File: src/rtl/mem_edit_pkg.sv
// Shared types and constants for the keypad-driven RAM editor.
package mem_edit_pkg;

    localparam int unsigned NUM_KEYS = 4;

    localparam int unsigned K_AINC = 3;
    localparam int unsigned K_ADEC = 2;
    localparam int unsigned K_DINC = 1;
    localparam int unsigned K_DDEC = 0;

    typedef enum logic [1:0] {
        IDLE,
        RD_WAIT,
        WRITE,
        SETTLE
    } state_e;

    typedef enum logic [2:0] {
        CMD_NONE,
        CMD_AINC,
        CMD_ADEC,
        CMD_DINC,
        CMD_DDEC
    } cmd_e;

endpackage

File: src/rtl/mem_edit_ctrl_key_conditioner.sv
// One pushbutton: debounce, press-edge detect and auto-repeat, producing a one-cycle event.
module key_conditioner #(
    parameter int unsigned DEBOUNCE_CYCLES = 50_000,
    parameter int unsigned REPEAT_DELAY    = 25_000_000,
    parameter int unsigned REPEAT_RATE     = 5_000_000
) (
    input  logic clk,
    input  logic reset,
    input  logic key_n,
    output logic ev
);

    localparam int unsigned MAX_DR = (REPEAT_DELAY > REPEAT_RATE) ? REPEAT_DELAY : REPEAT_RATE;
    localparam int unsigned MAX_P  = (DEBOUNCE_CYCLES > MAX_DR) ? DEBOUNCE_CYCLES : MAX_DR;
    localparam int unsigned CW     = $clog2(MAX_P) + 1;

    logic          level;
    logic [CW-1:0] db_cnt;
    logic [CW-1:0] rep_cnt;
    logic          rep_first;

    // The repeat branch may override the debounce branch's ev on the release edge.
    always_ff @(posedge clk) begin
        if (reset) begin
            level     <= 1'b1;
            db_cnt    <= '0;
            rep_cnt   <= '0;
            rep_first <= 1'b1;
            ev        <= 1'b0;
        end else begin
            ev <= 1'b0;

            if (key_n == level) begin
                db_cnt <= '0;
            end else if (db_cnt == CW'(DEBOUNCE_CYCLES - 1)) begin
                db_cnt <= '0;
                level  <= key_n;
                ev     <= ~key_n;
            end else begin
                db_cnt <= db_cnt + CW'(1);
            end

            if (level) begin
                rep_cnt   <= '0;
                rep_first <= 1'b1;
            end else if (rep_cnt == (rep_first ? CW'(REPEAT_DELAY - 1) : CW'(REPEAT_RATE - 1))) begin
                rep_cnt   <= '0;
                rep_first <= 1'b0;
                ev        <= 1'b1;
            end else begin
                rep_cnt <= rep_cnt + CW'(1);
            end
        end
    end

endmodule

File: src/rtl/mem_edit_ctrl.sv
// Keypad front end plus read-modify-write sequencer for a single-port RAM with 1-cycle read latency.
module mem_edit_ctrl
    import mem_edit_pkg::*;
#(
    parameter int unsigned AW              = 4,
    parameter int unsigned DW              = 8,
    parameter int unsigned DEBOUNCE_CYCLES = 50_000,
    parameter int unsigned REPEAT_DELAY    = 25_000_000,
    parameter int unsigned REPEAT_RATE     = 5_000_000,
    parameter int unsigned SATURATE        = 0
) (
    input  logic          clk,
    input  logic          reset,
    input  logic [3:0]    KEY,
    input  logic [DW-1:0] dout,
    output logic [AW-1:0] a,
    output logic [DW-1:0] din,
    output logic          we,
    output logic          busy
);

    logic [NUM_KEYS-1:0] key_ev;
    cmd_e                cmd_c;
    state_e              state;
    logic                dir_inc;

    for (genvar k = 0; k < NUM_KEYS; k++) begin : g_key
        key_conditioner #(
            .DEBOUNCE_CYCLES(DEBOUNCE_CYCLES),
            .REPEAT_DELAY   (REPEAT_DELAY),
            .REPEAT_RATE    (REPEAT_RATE)
        ) u_key (
            .clk  (clk),
            .reset(reset),
            .key_n(KEY[k]),
            .ev   (key_ev[k])
        );
    end

    // Fixed-priority pick; losers are simply dropped.
    always_comb begin
        cmd_c = CMD_NONE;
        if (key_ev[K_AINC])      cmd_c = CMD_AINC;
        else if (key_ev[K_ADEC]) cmd_c = CMD_ADEC;
        else if (key_ev[K_DINC]) cmd_c = CMD_DINC;
        else if (key_ev[K_DDEC]) cmd_c = CMD_DDEC;
    end

    function automatic logic [DW-1:0] step(input logic [DW-1:0] v, input logic inc);
        if (SATURATE != 0) begin
            if (inc && (v == {DW{1'b1}})) return v;
            if (!inc && (v == '0))        return v;
        end
        return inc ? (v + DW'(1)) : (v - DW'(1));
    endfunction

    // Commands are only taken in IDLE, so busy also gates the arbiter.
    always_ff @(posedge clk) begin
        if (reset) begin
            state   <= IDLE;
            a       <= '0;
            din     <= '0;
            we      <= 1'b0;
            busy    <= 1'b0;
            dir_inc <= 1'b0;
        end else begin
            case (state)
                IDLE: begin
                    case (cmd_c)
                        CMD_AINC: a <= a + AW'(1);
                        CMD_ADEC: a <= a - AW'(1);
                        CMD_DINC, CMD_DDEC: begin
                            dir_inc <= (cmd_c == CMD_DINC);
                            busy    <= 1'b1;
                            state   <= RD_WAIT;
                        end
                        default: ;
                    endcase
                end
                RD_WAIT: begin
                    din   <= step(dout, dir_inc);
                    we    <= 1'b1;
                    state <= WRITE;
                end
                WRITE: begin
                    we    <= 1'b0;
                    state <= SETTLE;
                end
                SETTLE: begin
                    busy  <= 1'b0;
                    state <= IDLE;
                end
                default: state <= IDLE;
            endcase
        end
    end

endmodule
File: config.mk
export PLATFORM = sky130hd
export DESIGN_NAME = mem_edit_ctrl
export DESIGN_NICKNAME = d
export VERILOG_FILES = /design/src/rtl/mem_edit_pkg.sv /design/src/rtl/mem_edit_ctrl_key_conditioner.sv /design/src/rtl/mem_edit_ctrl.sv
export SDC_FILE = /design/constraint.sdc
export NUM_CORES = 1
export LEC_CHECK = 0
export CAP_MARGIN = 0
export CORE_MARGIN = 2
export CORE_UTILIZATION = 40
export CTS_CLUSTER_DIAMETER = 40
export DETAILED_ROUTE_END_ITERATION = 8
export HOLD_SLACK_MARGIN = 0.08
export PLACE_DENSITY_LB_ADDON = 0.05
export SETUP_SLACK_MARGIN = 0.1
export SYNTH_ARGS = -nofsm -noshare
export SYNTH_HDL_FRONTEND = slang
export SYNTH_HIERARCHICAL = 1
export SYNTH_SLANG_ARGS = --single-unit
File: constraint.sdc
create_clock -name clk -period 3.85 [get_ports clk]
set_input_delay 0.385 -clock clk [delete_from_list [all_inputs] [get_ports clk]]
set_output_delay 0.385 -clock clk [all_outputs]
set_load 0.05 [all_outputs]
==> run summary, run 1 <==
The count of cells in the finished layout, fillers not included, comes to 1772. The tools report the top-level port count as 28. The wire length of the first global-routing pass is 44800 um, and the post-cts sizing count is 0. Input and output buffers added on the ports amount to 27. The most common cell in the synthesized netlist is sky130_fd_sc_hd__dfxtp_1. After the first detailed-routing iteration, the DRC count stood at 541. The later pin in the worst-skew pair is clocked with a latency of 530 ps. The minimum clock period after layout is 2400 ps, and the final layout net count is 1391. The die covers 0.0310 mm2.

Of all nets on the critical path, the largest fanout is 19. Of the post-synthesis cell area, the dominant cell type holds 40.1%. In this run the vertical extent of the chip is 176 um.

The part of the Yosys area used for sequential elements was 40.1%. The total iterations of the first detailed-routing run is 5, and the sink count of the clock tree is 237. By area the synthesized netlist is led by sky130_fd_sc_hd__dfxtp_1 (40%), sky130_fd_sc_hd__xnor2_1 (5.8%), sky130_fd_sc_hd__or4_1 (3.8%). The cell count after placement was 1697. The slowest cell on the critical path is sky130_fd_sc_hd__and4b_1. The number of antenna violations at the first check in global routing is 0, and the worst stage delay on the critical path is 750 ps. The initialized floorplan defines 62 standard-cell rows. After synthesis, the mean cell area works out to 8.78 um2.

At the worst endpoint, the arrival time is 2790 ps. Counting flops with an async set or reset pin after synthesis yields a share of 0%. The wire-length estimate of the detail-placed layout is 16700 um. Summed over all layers, the global routing overflow is 0. The number of endpoints with negative hold slack in the final report is 0, and the leakage component of the power is 0.00412 uW. Clock skew on the completed layout was measured at 16.1 ps.

Entering global routing, the biggest net connects 28 pins. Commonest register cell after synthesis: sky130_fd_sc_hd__dfxtp_1. The horizontal die dimension is 176 um, and the final max-slew violation count is 0. The total CTS buffers is 42. Clock-pin slew was measured on the worst setup and hold paths at 50 ps. Max-cap violations in this run came to 0. Once the clock tree was built, the setup fixing pass inserted 0 buffers. For the worst setup path, the data required time is 4230 ps. Counting flops with a built-in enable in the synthesized netlist gives 0.

The part of the cycle the worst path needs was 62.5%; the post-synthesis cell area was 0.0118 mm2. Type of the worst min-delay path: register to register. Summed over all failing endpoints, the final setup total negative slack is 0 ps. IR analysis of the VDD net gives a maximum drop of 0.346 mV.

Measured against its own limit, the worst slew margin works out to 25.6%. The number of antenna diodes in the final layout is 0. Broken down by cell family, the worst path's largest delay share belongs to simple AND/OR/NAND/NOR gates. Final wirelength: 25600 um. TritonCTS built the clock tree. The commonest cells after synthesis are sky130_fd_sc_hd__dfxtp_1 (237), sky130_fd_sc_hd__nor2_1 (99), sky130_fd_sc_hd__nor3_1 (85).

STA classifies the critical path endpoint as a register. Once the floorplan was initialized, standard cells occupied 40.9% of the core. The type of the worst setup path was register to register.

Walking the worst path, the cells encountered are or4bb_1 -> nor3_1 -> and4b_1 -> buf_4 -> nor3_1. The post-route netlist has 9.87% of its cells at a drive strength greater than 1. The routed length per instance was 14.4 um; the worst-margin pin slew was 1120 ps. The congestion estimate from routability-driven global placement came to 0.761.

The DRC violation count after routing is 0, and the post-synthesis to final-layout area growth is 16.3%. In the routed layout, each cell is associated on average with a via count of 5.55. The total number of yosys warnings is 6. For the number of global-route vias before repair, the log shows 9236. The total nets after synthesis was 1383. The flow ran to the end, and the final reports show no timing, DRC or antenna violations. The maximum operating frequency is 0.416 GHz, and the total setup violations reported at the end of the flow is 0. Counting flops and latches in the post-synthesis netlist gives 237. The most repeated library cell on the critical path was sky130_fd_sc_hd__nor3_1.

The sort of element at the start of the critical path is a register. Summing over every cut layer, the via total after detailed routing is 9830. In the global route stage, overall resource usage came out at 16.8%.

The standard cell core area was 0.0289 mm2; the residual antenna-violating net count after detailed routing was 0. For this design the ratio of total power to cell area is 483 mW/mm2. The overall power consumption was 6660 uW; the total buffers and inverters traversed by the critical path was 1. The count of different cell masters after synthesis was 51. The synthesized design spends more area on one cell type than any other, namely sky130_fd_sc_hd__dfxtp_1.

The H-tree generated during clock tree synthesis spans 2 levels. The run gives 3 as the maximum count of clock buffers along a single path. Setup repair after global routing left no endpoint under its margin. The gate count after technology mapping came out at 1349. The number of buffers added to fix hold violations after cts came out at 0.

Root cell of the clock tree: sky130_fd_sc_hd__clkbuf_16.
-- area by class of cell --
class,instances,area (um2)
flip-flops and latches,237,4740
repair buffers,35,330
clock inverters,28,373
well taps,384,480
fillers,2799,15200
inverters,45,169
clock buffers,47,1110
multi-input cells,996,6560
-- path summary, 6_finish.rpt --
check / from / endpoint / slack (ps) / cells after the start
setup / recovery: g_key[0].u_key/rep_cnt[22] / g_key[0].u_key/rep_cnt[7] / 1450 / 5
hold / removal: din[6] / din[6] / 450 / 2
setup reg to reg: g_key[0].u_key/rep_cnt[22] / g_key[0].u_key/rep_cnt[7] / 1450 / 5
hold reg to reg: din[6] / din[6] / 450 / 2
-- per-layer routing --
layer  track usage, %  wire length [um]  part of all wire (%)
met5                0                 0                     0
met4             4.82               549                   2.1
met3             2.71               733                   2.9
met2             26.3             11100                    43
met1             23.8             13200                    52
-- sequential cells by signal (all words and copies together) (netlist names) --
register / flops
we: 1
dir_inc: 1
g_key.u_key/level: 4
g_key.u_key/ev: 4
g_key.u_key/rep_cnt: 104
g_key.u_key/db_cnt: 104
g_key.u_key/rep_first: 4
busy: 1
state: 2
din: 8
a: 4
-- layout by cell type (no fill, tap or decap), drive strengths merged, types with 6 or more instances in the layout --
master         count
dfxtp            237
nor2              99
nor3              85
nand3             80
xnor2             79
or4               76
nand2             69
o31ai             58
nand4             57
a21oi             52
inv               49
a211oi            49
o21ai             48
clkbuf            47
xor2              37
or3               36
nor4              28
clkdlybuf4s50     27
and4              24
and3              20
ha                19
nor3b             10
clkinv            10
clkinvlp           8
or2                8
nand4b             8
buf                8
o22ai              6
bufinv             6
-- tightest hold or removal path: cells and delay by family (launching register included) --
family	cells	cell delay (ps)
DFF	1	320
AOI/OAI and AO/OA	1	50
and+or+nand+nor	1	40
-- power breakdown --
group | internal (uW) | total [uW] | switching [uW]
registers | 2490 | 2510 | 21.6
clock network | 2500 | 3830 | 1330
logic | 111 | 311 | 200
total | 5110 | 6660 | 1550
-- cells by family (layout without fill, tap and decap cells) --
group                    after synthesis  count (layout)  synth area share (%)
AND/OR/NAND/NOR                      628             628                  31.4
multiplexers                           3               3                 0.254
AO/OA/AOI/OAI                        229             229                  12.9
flip-flops                           237             237                  40.1
buffers and inverters                116             155                  4.56
XOR/XNOR                             116             116                  8.58
adder cells (fa/ha/maj)               20              20                  2.18
-- through the flow --
stage                     hold slack (ps)  utilization (%)  cell area, um2  setup slack (ps)
after floorplan                       430                -           11800              1690
after global placement                447             42.5           12300              1470
after detailed placement              445             42.5           12300              1430
after CTS                             458             47.6           13800              1420
after global routing                  485             47.6           13800              1210
final                                 447             47.6           13800              1450
No activity file was read; power rests on OpenSTA's default activity.
==> run 2, diff against run 1 <==
==> constraint.sdc (replaced) <==
create_clock -name clk -period 2 [get_ports clk]
set_input_delay 0.2 -clock clk [delete_from_list [all_inputs] [get_ports clk]]
set_output_delay 0.2 -clock clk [all_outputs]
set_load 0.05 [all_outputs]
==> run summary, run 2 (same netlist as run 1, synthesis figures left out) <==
The worst max-slew margin expressed relative to the limit is 57.2%, and the area enclosed by the die boundary is 0.0310 mm2. Final max-slew violation count: 0. After clock tree synthesis, the clock-pin slew on the worst setup and hold paths is 50 ps.

Entering global routing, the biggest net connects 28 pins. The count of nets left with antenna violations once routing finished came out at 0. In the routed design, unresolved DRC markers number 0.

After floorplanning, the core was sized to cover 0.0289 mm2. The run gives 0 as the number of endpoints with negative hold slack in the final report. 0 antenna diodes ended up in the layout. The number of buffers added to fix hold violations after cts was 0.

Across all layers, the routed design uses 10500 vias. After detailed routing, the number of vias per cell comes to 5.42. In the final layout, the registers with the most flip-flops are g_key.u_key/db_cnt (104), g_key.u_key/rep_cnt (104), din (8). The sink count of the clock tree is 237.

TritonCTS built the clock tree. Based on the critical path, the design can be clocked at up to 0.521 GHz. The run gives 0 as the max-cap violation count. The number of inserted filler cells in the final layout is 2679.

The number of global-route vias before repair was 9898; the final clock skew was 17.9 ps. The worst-margin pin slew came out at 642 ps. For this configuration, the core starts out at a cell density of 40.9%.

The tools report the endpoint class of the critical path as a register. At the worst endpoint, the arrival time is 2350 ps. In this run the deepest clock path goes through 3 buffers.

The die is 176 um wide. In this run the count of I/O pins placed on the die edge is 28. The post-route non-filler standard cell count is 1933, and the final wirelength is 27900 um. For the finished layout, the period the worst path requires is 1920 ps. Registers take 0.00484 mm2. The number of placement rows was 62; the total CTS buffers was 44. For the post-route worst hold slack, the log shows 356 ps. The cell area power density was 852 mW/mm2; the share of final-layout standard cells stronger than drive strength 1 was 26.9%. The library cells used most frequently in the layout, excluding fill and tap cells, are sky130_fd_sc_hd__dfxtp_1 (185), sky130_fd_sc_hd__buf_4 (136), sky130_fd_sc_hd__nor2_1 (99). For the endpoint required time on the critical path, the log shows 2440 ps. Setup violations remaining at the end of the flow were counted as 0. The tools report the root cell of the clock tree as sky130_fd_sc_hd__clkbuf_16. Wire length of the first global-routing pass: 46500 um. Global routing consumed, over all layers together, 17.5% of the routing resources. The post-synthesis to final-layout area growth was 32.5%.

In this run, placement finished with an instance count of 1828. For the detailed-placement wirelength estimate, the log shows 18300 um. The total overflow left after global routing is 0. Along the worst path, the maximum fanout reaches 5.

Setup repair after global routing could not meet its margin everywhere. Before antenna repair, the detailed router went through 5 iterations. The most frequent standard cell in the layout excluding fill and tap cells is sky130_fd_sc_hd__dfxtp_1.

In this run, the number of DRC markers left after iteration 0 of detailed routing was 556. The final core utilization was 54.2%; the count of H-tree levels built during CTS was 2. The placer congestion estimate came out at 0.783. The completed layout was analyzed and its total power is 13400 uW.

The part of the cycle the worst path needs is 95.9%, and the leakage component of the power is 0.00523 uW. Type of the worst setup path: register to register. At the end of the flow, the number of nets in the layout was 1547. In the final layout, the multi-input gates occupy 0.00698 mm2. For the number of antenna violations at the first check in global routing, the log shows 0. The run gives 520 ps as the clock network latency to the later pin of the worst-skew pair. The routed length per instance is 14.4 um.

STA classifies the critical path startpoint as a register. The number of port buffers is 27, and the peak supply drop is 0.629 mV. The min-delay analysis places its worst path in the category input port to register.

In this run the vertical extent of the chip is 176 um. The flow ran to the end, and the final reports show no timing, DRC or antenna violations.
run 2: cell types whose count changed in the layout (fill, tap and decap cells not counted), moves of 7 or more:
cell                              delta
sky130_fd_sc_hd__dfxtp_4            +14
sky130_fd_sc_hd__nand3_1             -7
sky130_fd_sc_hd__buf_4             +128
sky130_fd_sc_hd__clkdlybuf4s50_1    -12
sky130_fd_sc_hd__dfxtp_1            -52
sky130_fd_sc_hd__dfxtp_2            +38
sky130_fd_sc_hd__or3_4               +8
sky130_fd_sc_hd__or4_4              +15
sky130_fd_sc_hd__a211oi_1           -16
sky130_fd_sc_hd__or4_1              -11
sky130_fd_sc_hd__a211oi_2           +16
sky130_fd_sc_hd__buf_6              +17
run 2: critical path, stage by stage (launching register included):
cell	delay, ps
sky130_fd_sc_hd__dfxtp_2	340
sky130_fd_sc_hd__nand3_2	90
sky130_fd_sc_hd__buf_4	150
sky130_fd_sc_hd__or4_4	580
sky130_fd_sc_hd__or4_4	500
sky130_fd_sc_hd__a211oi_2	180
run 2: layer usage:
metal / part of all wire [%] / track usage (%) / vias up
met5: 0 / 0 / -
met4: 1.5 / 5.10 / 0
met3: 3.4 / 2.97 / 36
met2: 45 / 28.1 / 121
met1: 51 / 24.1 / 4907
li1: - / - / 5421
run 2: worst paths after layout:
path / start / end / slack [ps] / cells past startpoint
min reg2reg: din[7] / din[7] / 460 / 2
max reg2reg: g_key[1].u_key/rep_cnt[10] / g_key[1].u_key/rep_cnt[22] / 80 / 5
min: KEY[3] / g_key[3].u_key/level / 360 / 3
max: g_key[1].u_key/rep_cnt[10] / g_key[1].u_key/rep_cnt[22] / 80 / 5
run 2: layout make-up:
| type | instances | area share [%] |
|---|---|---|
| sequential | 237 | 30.9 |
| clock buffer | 51 | 7.78 |
| inverter | 45 | 1.08 |
| tap | 384 | 3.06 |
| timing repair buffer | 185 | 10.1 |
| multi-input combinational | 1000 | 44.5 |
| clock inverter | 31 | 2.58 |
run 2: timing repair:
action | 4_1_cts | 5_1_grt
buffers inserted | 8 | 10
cloned | 2 | 3
endpoints found under the setup margin | 59 | 139
resized for setup | 32 | 113
pin swaps | 24 | 35
run 2: per-stage QoR:
stage	area, um2	setup TNS, ps	worst slack (ps)
after global routing	15700	0	11.1
after global placement	13400	0	41.8
after detailed placement	13400	-1.31	-1.31
final	15700	0	81.8
after floorplan	12000	-86.4	-20.8
after CTS	15200	0	20.4
run 2: power breakdown:
group	switching (uW)	total [uW]	internal, uW
logic	392	619	227
registers	37.4	4810	4780
clock network	2610	7940	5330
